[config.mk]
export PLATFORM = sky130hd
export DESIGN_NAME = mc_sequencer
export DESIGN_NICKNAME = d
export VERILOG_FILES = /design/src/rtl/mc_sequencer.sv
export SDC_FILE = /design/constraint.sdc
export NUM_CORES = 1
export LEC_CHECK = 0
export ABC_AREA = 1
export CORE_ASPECT_RATIO = 1.2
export CORE_UTILIZATION = 40
export DETAILED_ROUTE_END_ITERATION = 8
export HOLD_SLACK_MARGIN = 0.06
export PLACE_DENSITY_LB_ADDON = 0.1
export SLEW_MARGIN = 20
export SYNTH_ARGS = -nofsm -noshare
export SYNTH_HDL_FRONTEND = slang
export SYNTH_SLANG_ARGS = --single-unit
[constraint.sdc]
create_clock -name clk -period 2.43 [get_ports clk]
set_clock_uncertainty 0.2 [all_clocks]
set_input_delay 0.3645 -clock clk [delete_from_list [all_inputs] [get_ports clk]]
set_output_delay 0.3645 -clock clk [all_outputs]
set_load 0.1 [all_outputs]
[src/rtl/mc_sequencer.sv]
// -----------------------------------------------------------------------------
// mc_sequencer
//
// Multi-cycle control sequencer for the 8-bit, 4-register CPU datapath.
// Fetches an instruction over a req/valid handshake, latches it in an internal
// IR and walks it through FETCH/DECODE/EXEC/MEM/WB, emitting one-cycle
// datapath strobes. Run/single-step inputs allow stepping on the board.
//
// Ports:
//   clk         system clock, all logic on the rising edge
//   reset       synchronous, active-high reset
//   run         level: execute instructions back-to-back while high
//   step        pulse: execute exactly one instruction when idle
//   imem_valid  instruction memory presents a valid word this cycle
//   instr       instruction word, sampled only in FETCH with imem_valid
//   imem_req    fetch request, high in every FETCH cycle
//   ir          latched instruction register
//   pc_we       PC update strobe, one cycle per retired instruction
//   pc_src      0 = PC+1, 1 = PC+1+sext(ir[1:0]); meaningful with pc_we
//   reg_write, reg_dst, alu_src, alu_op,
//   mem_read, mem_write, mem_to_reg   datapath strobes
//   state       IDLE=0 FETCH=1 DECODE=2 EXEC=3 MEM=4 WB=5 FAULT=7
//   busy        high in every state except IDLE and FAULT
//   fault       fetch timeout occurred; cleared only by reset
//   retired     count of completed instructions, wraps to 0
// -----------------------------------------------------------------------------
module mc_sequencer #(
   parameter int unsigned FETCH_TIMEOUT = 15,
   parameter int unsigned CNT_W         = 8
) (
   input  logic             clk,
   input  logic             reset,
   input  logic             run,
   input  logic             step,
   input  logic             imem_valid,
   input  logic [7:0]       instr,
   output logic             imem_req,
   output logic [7:0]       ir,
   output logic             pc_we,
   output logic             pc_src,
   output logic             reg_write,
   output logic             reg_dst,
   output logic             alu_src,
   output logic             alu_op,
   output logic             mem_read,
   output logic             mem_write,
   output logic             mem_to_reg,
   output logic [2:0]       state,
   output logic             busy,
   output logic             fault,
   output logic [CNT_W-1:0] retired
);

   typedef enum logic [2:0] {
      S_IDLE   = 3'd0,
      S_FETCH  = 3'd1,
      S_DECODE = 3'd2,
      S_EXEC   = 3'd3,
      S_MEM    = 3'd4,
      S_WB     = 3'd5,
      S_FAULT  = 3'd7
   } state_t;

   typedef enum logic [1:0] {
      OP_ADD = 2'b00,
      OP_LW  = 2'b01,
      OP_SW  = 2'b10,
      OP_J   = 2'b11
   } opcode_t;

   // Last FETCH cycle count before giving up: the FAULT transition happens on
   // the FETCH_TIMEOUT-th consecutive cycle without imem_valid.
   localparam logic [7:0] TMO_LAST = 8'(FETCH_TIMEOUT - 1);

   state_t     st;
   opcode_t    op;
   logic [7:0] tmo_cnt;
   logic       single_step;

   assign op    = opcode_t'(ir[7:6]);
   assign state = st;
   assign busy  = (st != S_IDLE) && (st != S_FAULT);
   assign fault = (st == S_FAULT);

   // Strobes depend only on the registered state and IR, never on live inputs.
   always_comb begin
      // NOTE: every output gets a default first so no path leaves one unassigned
      // and infers a latch.
      imem_req   = 1'b0;
      pc_we      = 1'b0;
      pc_src     = 1'b0;
      reg_write  = 1'b0;
      reg_dst    = 1'b0;
      alu_src    = 1'b0;
      alu_op     = 1'b0;
      mem_read   = 1'b0;
      mem_write  = 1'b0;
      mem_to_reg = 1'b0;
      case (st)
         S_FETCH: imem_req = 1'b1;
         S_EXEC: begin
            alu_src = (op == OP_LW) || (op == OP_SW);
            if (op == OP_J) begin
               pc_we  = 1'b1;
               pc_src = 1'b1;
            end
         end
         S_MEM: begin
            alu_src = 1'b1;
            if (op == OP_LW) begin
               mem_read = 1'b1;
            end else if (op == OP_SW) begin
               mem_write = 1'b1;
               pc_we     = 1'b1;
            end
         end
         S_WB: begin
            reg_write = 1'b1;
            pc_we     = 1'b1;
            if (op == OP_ADD) begin
               reg_dst = 1'b1;
            end else if (op == OP_LW) begin
               mem_to_reg = 1'b1;
               mem_read   = 1'b1;
            end
         end
         default: ;
      endcase
   end

   always_ff @(posedge clk) begin
      // NOTE: sequential state uses non-blocking assignments so every register
      // samples the pre-edge values regardless of statement order.
      if (reset) begin
         st          <= S_IDLE;
         ir          <= 8'd0;
         tmo_cnt     <= 8'd0;
         single_step <= 1'b0;
         retired     <= '0;
      end else begin
         case (st)
            S_IDLE: begin
               if (run) begin
                  st          <= S_FETCH;
                  single_step <= 1'b0;
               end else if (step) begin
                  st          <= S_FETCH;
                  single_step <= 1'b1;
               end
            end
            S_FETCH: begin
               if (imem_valid) begin
                  ir      <= instr;
                  tmo_cnt <= 8'd0;
                  st      <= S_DECODE;
               end else if (tmo_cnt == TMO_LAST) begin
                  st <= S_FAULT;
               end else begin
                  tmo_cnt <= tmo_cnt + 8'd1;
               end
            end
            S_DECODE: st <= S_EXEC;
            S_EXEC: begin
               if (op == OP_ADD) begin
                  st <= S_WB;
               end else if (op != OP_J) begin
                  st <= S_MEM;
               end
            end
            S_MEM: begin
               if (op == OP_LW) begin
                  st <= S_WB;
               end
            end
            S_WB:    ;
            S_FAULT: ;
            default: st <= S_IDLE;
         endcase

         // The pc_we cycle is the retire point. This later assignment to st
         // overrides whatever the case above chose for EXEC/MEM/WB.
         if (pc_we) begin
            retired <= retired + CNT_W'(1);
            if (run && !single_step) begin
               st <= S_FETCH;
            end else begin
               st          <= S_IDLE;
               single_step <= 1'b0;
            end
         end
      end
   end

endmodule

==> flow_summary.json, run 1 <==
{
  "outcome": "finished, final reports clean",
  "ir_drop_mv": 0.7446,
  "start_util": 0.4315,
  "slew_headroom": 0.6598,
  "fp-row-count": 24,
  "setup_viol": 0,
  "drv_slew": 0,
  "vias": 1541,
  "powerDensity_mw_per_mm2": 1204,
  "synth_fp_nets": 252,
  "drc": 0,
  "postSynthAreaPerCell_um2": 6.925,
  "drv_cap": 0,
  "reg2reg_depth": 8,
  "worst_pin_slew_ns": 0.5098,
  "cp.required_ns": 1.87,
  "r2r_end": "retired[6]$_SDFFE_PP0P_",
  "io_buffer_count": 42,
  "gp_congestion": 0.8284,
  "worst-setup-path-type": "register to primary output",
  "routed_wl_um": 3505,
  "totalPowerFinal_mw": 2.651,
  "leakage_nw": 0.9882,
  "root_buffer": "clkbuf_8",
  "hold_path_end": "tmo_cnt[6]$_SDFFE_PP0P_",
  "htree_num_levels": 1,
  "clock_latency_ns": 0.28,
  "fin_nets": 295,
  "min_path_type": "register to register",
  "wire_per_inst_um": 10.75,
  "yosysWarnings": 0,
  "hold_depth": 2,
  "cts_setup_buffers": 0,
  "period_needed_ns": 2.210,
  "syn_area_mm2": 0.001607,
  "whs_ns": 0.2826,
  "dieHeight_um": 71.42,
  "cts_buffers": 3,
  "cp_max_fo": 12,
  "syn_inst": 232,
  "cts_hold_buf": 0,
  "syn_to_final_growth_pct": 37.07,
  "die_area_mm2": 0.004274,
  "cts.sinks": 28,
  "track_usage": 0.1775,
  "end_kind": "primary output",
  "viasPerCell": 4.727,
  "grt_overflow": 0,
  "grt_pass1_wl_um": 5761,
  "tns_ns": 0,
  "clockBufferDepth": 2,
  "antenna_found_initial": 0,
  "grt_pass1_vias": 1307,
  "num_antenna_cells": 0,
  "cp_data_arrival_time_ns": 1.65,
  "post_cts_resized": 0,
  "hold_violations": 0,
  "worstHoldStart": "tmo_cnt[6]$_SDFFE_PP0P_",
  "synthDistinctLibCells": 33,
  "fmax_mhz": 452.5,
  "postRouteAntennaNets": 0,
  "die_w_um": 59.85,
  "r2r_slack_ns": 0.65,
  "grt_setup_unrepaired": "false",
  "cts_tree": "built",
  "ios": 44,
  "dr.pass1.iters": 4,
  "fin_crit_sh": 0.9094,
  "coreArea_mm2": 0.003724,
  "clk_pin_slew_ns": 0.10,
  "drt_iter0_drc": 76,
  "drive_gt1_frac": 0.2445,
  "final.fill_count": 386,
  "startpoint_type": "register",
  "worstReg2RegStart": "state[0]$_SDFFE_PP0P_",
  "ys_seq_area_frac": 0.3489,
  "grt_max_degree": 18,
  "ys_ff_latch": 28,
  "hpwl_um": 2709
}
-- worst max-delay path by stage --
| stage | startpoint | endpoint | slack (ns) | cells after the start |
|---|---|---|---|---|
| 2_1_floorplan | state[2]$_SDFFE_PP0P_ | mem_to_reg | 0.001 | 4 |
| 3_3_place_gp | state[0]$_SDFFE_PP0P_ | pc_we | 0.57 | 6 |
| 3_5_place_dp | state[0]$_SDFFE_PP0P_ | pc_we | 0.54 | 6 |
| 4_1_cts | state[0]$_SDFFE_PP0P_ | pc_we | 0.22 | 6 |
| 5_1_grt | state[0]$_SDFFE_PP0P_ | pc_we | 0.10 | 6 |
| 6_report | state[0]$_SDFFE_PP0P_ | pc_we | 0.22 | 6 |
-- cells by family after synthesis --
group	after synthesis	synth area share
other	1	0.002334
AO/OA/AOI/OAI	40	0.1386
buffers and inverters	42	0.1129
flip-flops	28	0.3489
AND/OR/NAND/NOR	112	0.3318
adder cells (fa/ha/maj)	7	0.05451
XOR/XNOR	2	0.01091
-- Yosys cell counts --
master | count | area, µm²
buf_4 | 1 | 7.510
inv_4 | 1 | 6.260
nand3_1 | 12 | 60.06
nor2_8 | 1 | 20.02
o21ai_2 | 2 | 17.52
nor2_4 | 1 | 11.26
nand2_4 | 2 | 22.52
xnor2_1 | 1 | 8.760
inv_2 | 2 | 7.510
nor3_2 | 3 | 30.03
or2_1 | 1 | 6.260
inv_1 | 34 | 127.6
o31ai_1 | 1 | 7.510
ha_1 | 7 | 87.58
nand2_1 | 41 | 153.9
clkbuf_1 | 2 | 7.510
a21oi_1 | 13 | 65.06
buf_12 | 1 | 20.02
dfxtp_1 | 28 | 560.5
conb_1 | 1 | 3.750
o21bai_1 | 1 | 7.510
nand3_2 | 1 | 10.01
buf_2 | 1 | 5.000
nor3_1 | 4 | 20.02
xor2_1 | 1 | 8.760
and2_1 | 1 | 6.260
o21ai_0 | 20 | 100.1
a21oi_2 | 2 | 17.52
nor2_1 | 38 | 142.6
nand2_2 | 3 | 18.77
nor2_2 | 3 | 18.77
o211ai_1 | 1 | 7.510
nand4_2 | 1 | 12.51
-- report_power, final --
group	switching [mW]	leakage (nW)	internal [mW]	total, mW
registers	0.0992	0.230	0.548	0.647
clock network	0.156	0.0339	0.180	0.336
logic	1.26	0.724	0.412	1.67
total	1.51	0.988	1.14	2.65
-- worst max-delay path, stage by stage (launching register included) --
cell     delay [ns]
dfxtp_4        0.39
nor2_2         0.19
nand2_2        0.11
nor2_4         0.21
nor2_8         0.08
inv_4          0.17
buf_12         0.20
-- metal layers --
metal | global-route usage | part of all wire
met5 | 0 | 0
met4 | 0.06202 | 0.014
met3 | 0.03249 | 0.041
met2 | 0.3086 | 0.51
met1 | 0.2142 | 0.43
-- placed cells by master (no fill, tap or decap), types with 3 or more instances in the layout --
master | Yosys | layout
nand3_1 | 12 | 12
nor2_1 | 38 | 33
a21oi_1 | 13 | 13
nor3_1 | 4 | 4
nor3_2 | 3 | 3
nor2_4 | 1 | 5
inv_1 | 34 | 34
buf_4 | 1 | 23
dfxtp_1 | 28 | 23
nor2_2 | 3 | 4
clkbuf_8 | 0 | 3
buf_12 | 1 | 8
clkdlybuf4s50_1 | 0 | 12
nand2_1 | 41 | 41
ha_1 | 7 | 7
o21ai_0 | 20 | 20
nand2_4 | 2 | 3
dfxtp_4 | 0 | 3
-- layout make-up --
| cell class | count | area [µm²] | share of cell area |
|---|---|---|---|
| Inverter | 37 | 141.4 | 0.06420 |
| Tap cell | 52 | 65.06 | 0.02955 |
| Sequential cell | 28 | 574.3 | 0.2608 |
| Timing Repair Buffer | 43 | 452.9 | 0.2057 |
| Clock buffer | 4 | 66.31 | 0.03011 |
| Multi-Input combinational cell | 162 | 902.1 | 0.4097 |
-- flip-flops by register name, summed over array words and instances (netlist names) --
signal / flops
retired: 8
tmo_cnt: 8
state: 3
single_step: 1
ir: 8
-- metrics by stage --
step / instance area, µm² / std cells / util / worst slack (ns)
6_report: 2202 / 326 / 0.5914 / 0.2201
5_1_grt: 2202 / 326 / 0.5914 / 0.1043
4_1_cts: 2202 / 326 / 0.5914 / 0.2162
3_5_place_dp: 2136 / 322 / 0.5736 / 0.5390
3_3_place_gp: 2136 / 322 / 0.5736 / 0.5661
2_1_floorplan: 1658 / 232 / - / 0.001484
Power figures use the tool's default switching activity.
==> inputs of run 2 (changes only) <==
GPL_TIMING_DRIVEN = 1   (was default)
==> results of run 2 <==
No change in the layout: final DEF, timing and power equal those of run 1.
==> inputs of run 3 (changes only) <==
CORE_MARGIN = 10   (was default)
==> flow_summary.json, run 3 (same netlist as run 1, synthesis figures left out) <==
{
  "outcome": "finished, final reports clean",
  "powerDensity_mw_per_mm2": 1221,
  "cp_data_arrival_time_ns": 1.68,
  "worst-setup-path-type": "register to primary output",
  "final_cell_mix": "41 x nand2_1, 34 x inv_1, 33 x nor2_1",
  "postRouteAntennaNets": 0,
  "end_kind": "primary output",
  "grt_overflow": 0,
  "grt_max_degree": 18,
  "fin_nets": 295,
  "layout_commonest_cell": "nand2_1",
  "antenna_found_initial": 0,
  "wire_per_inst_um": 11.79,
  "cp.required_ns": 1.87,
  "drt_iter0_drc": 115,
  "drc": 0,
  "totalPowerFinal_mw": 2.706,
  "whs_ns": 0.2825,
  "clockBufferDepth": 2,
  "tns_ns": 0,
  "r2r_slack_ns": 0.61,
  "grt_pass1_wl_um": 6520,
  "drv_slew": 0,
  "syn_to_final_growth_pct": 38.01,
  "drv_cap": 0,
  "cts_tree": "built",
  "fin_crit_sh": 0.9223,
  "cts_buffers": 3,
  "start_util": 0.4109,
  "drive_gt1_frac": 0.2445,
  "fp-row-count": 25,
  "die_w_um": 77.85,
  "die_area_mm2": 0.006961,
  "ir_drop_mv": 0.6080,
  "clock_latency_ns": 0.29,
  "track_usage": 0.1148,
  "cts_hold_buf": 0,
  "num_antenna_cells": 0,
  "io_buffer_count": 42,
  "ios": 44,
  "root_buffer": "clkbuf_8",
  "dieHeight_um": 89.42,
  "post-route-util": 0.5670,
  "worst_pin_slew_ns": 0.5229,
  "leakage_nw": 0.9930,
  "cts_setup_buffers": 0,
  "vias": 1528,
  "grt_pass1_vias": 1491,
  "cp_max_fo": 12,
  "post_cts_resized": 0,
  "period_needed_ns": 2.241,
  "dr.pass1.iters": 5,
  "routed_wl_um": 3868,
  "hold_violations": 0,
  "reg.largest.list": "ir: 8 flops, retired: 8 flops, tmo_cnt: 8 flops",
  "clk_pin_slew_ns": 0.10,
  "htree_num_levels": 1,
  "grt_setup_unrepaired": "false",
  "setup_viol": 0,
  "viasPerCell": 4.659,
  "gp_congestion": 0.7951,
  "startpoint_type": "register",
  "fmax_mhz": 446.2,
  "cts.sinks": 28,
  "hpwl_um": 3058,
  "slew_headroom": 0.6510,
  "coreArea_mm2": 0.003910,
  "min_path_type": "register to register"
}
-- run 3: critical path: stages (launching register included) --
cell	delay (ns)
dfxtp_4	0.39
nor2_2	0.21
nand2_2	0.12
nor2_4	0.22
nor2_8	0.08
inv_4	0.16
buf_12	0.20
-- run 3: cell type report --
class / count / area (µm²)
repair buffers: 43 / 465.4
inverters: 37 / 141.4
fillers: 390 / 1693
clock buffers: 4 / 66.31
well taps: 54 / 67.56
flip-flops and latches: 28 / 574.3
multi-input cells: 162 / 902.1
-- run 3: power by group --
group / internal, mW / switching, mW / total (mW)
combinational: 0.450 / 1.27 / 1.72
sequential: 0.548 / 0.0967 / 0.644
clock: 0.180 / 0.157 / 0.337
-- run 3: metal layers --
layer | vias up | global-route usage | wire (µm)
met3 | 6 | 0.03924 | 251
met4 | 0 | 0.03987 | 50
met5 | - | 0 | 0
met1 | 685 | 0.1145 | 1610
met2 | 29 | 0.2174 | 1957
li1 | 808 | - | -
-- run 3: metrics by stage --
step / std cells / setup slack (ns) / cell area, µm²
after global routing: 328 / 0.1248 / 2217
final: 328 / 0.1888 / 2217
after global placement: 324 / 0.5669 / 2151
after CTS: 328 / 0.1928 / 2217
after detailed placement: 324 / 0.5311 / 2151
after floorplan: 232 / 0.001484 / 1658
-- run 3: final timing paths --
| kind | startpoint | to | depth (start not counted) |
|---|---|---|---|
| worst min register to register | tmo_cnt[6]$_SDFFE_PP0P_ | tmo_cnt[6]$_SDFFE_PP0P_ | 2 |
| worst max register to register | state[0]$_SDFFE_PP0P_ | retired[6]$_SDFFE_PP0P_ | 8 |
| worst min-delay path | tmo_cnt[6]$_SDFFE_PP0P_ | tmo_cnt[6]$_SDFFE_PP0P_ | 2 |
| worst max-delay path | state[0]$_SDFFE_PP0P_ | pc_we | 6 |
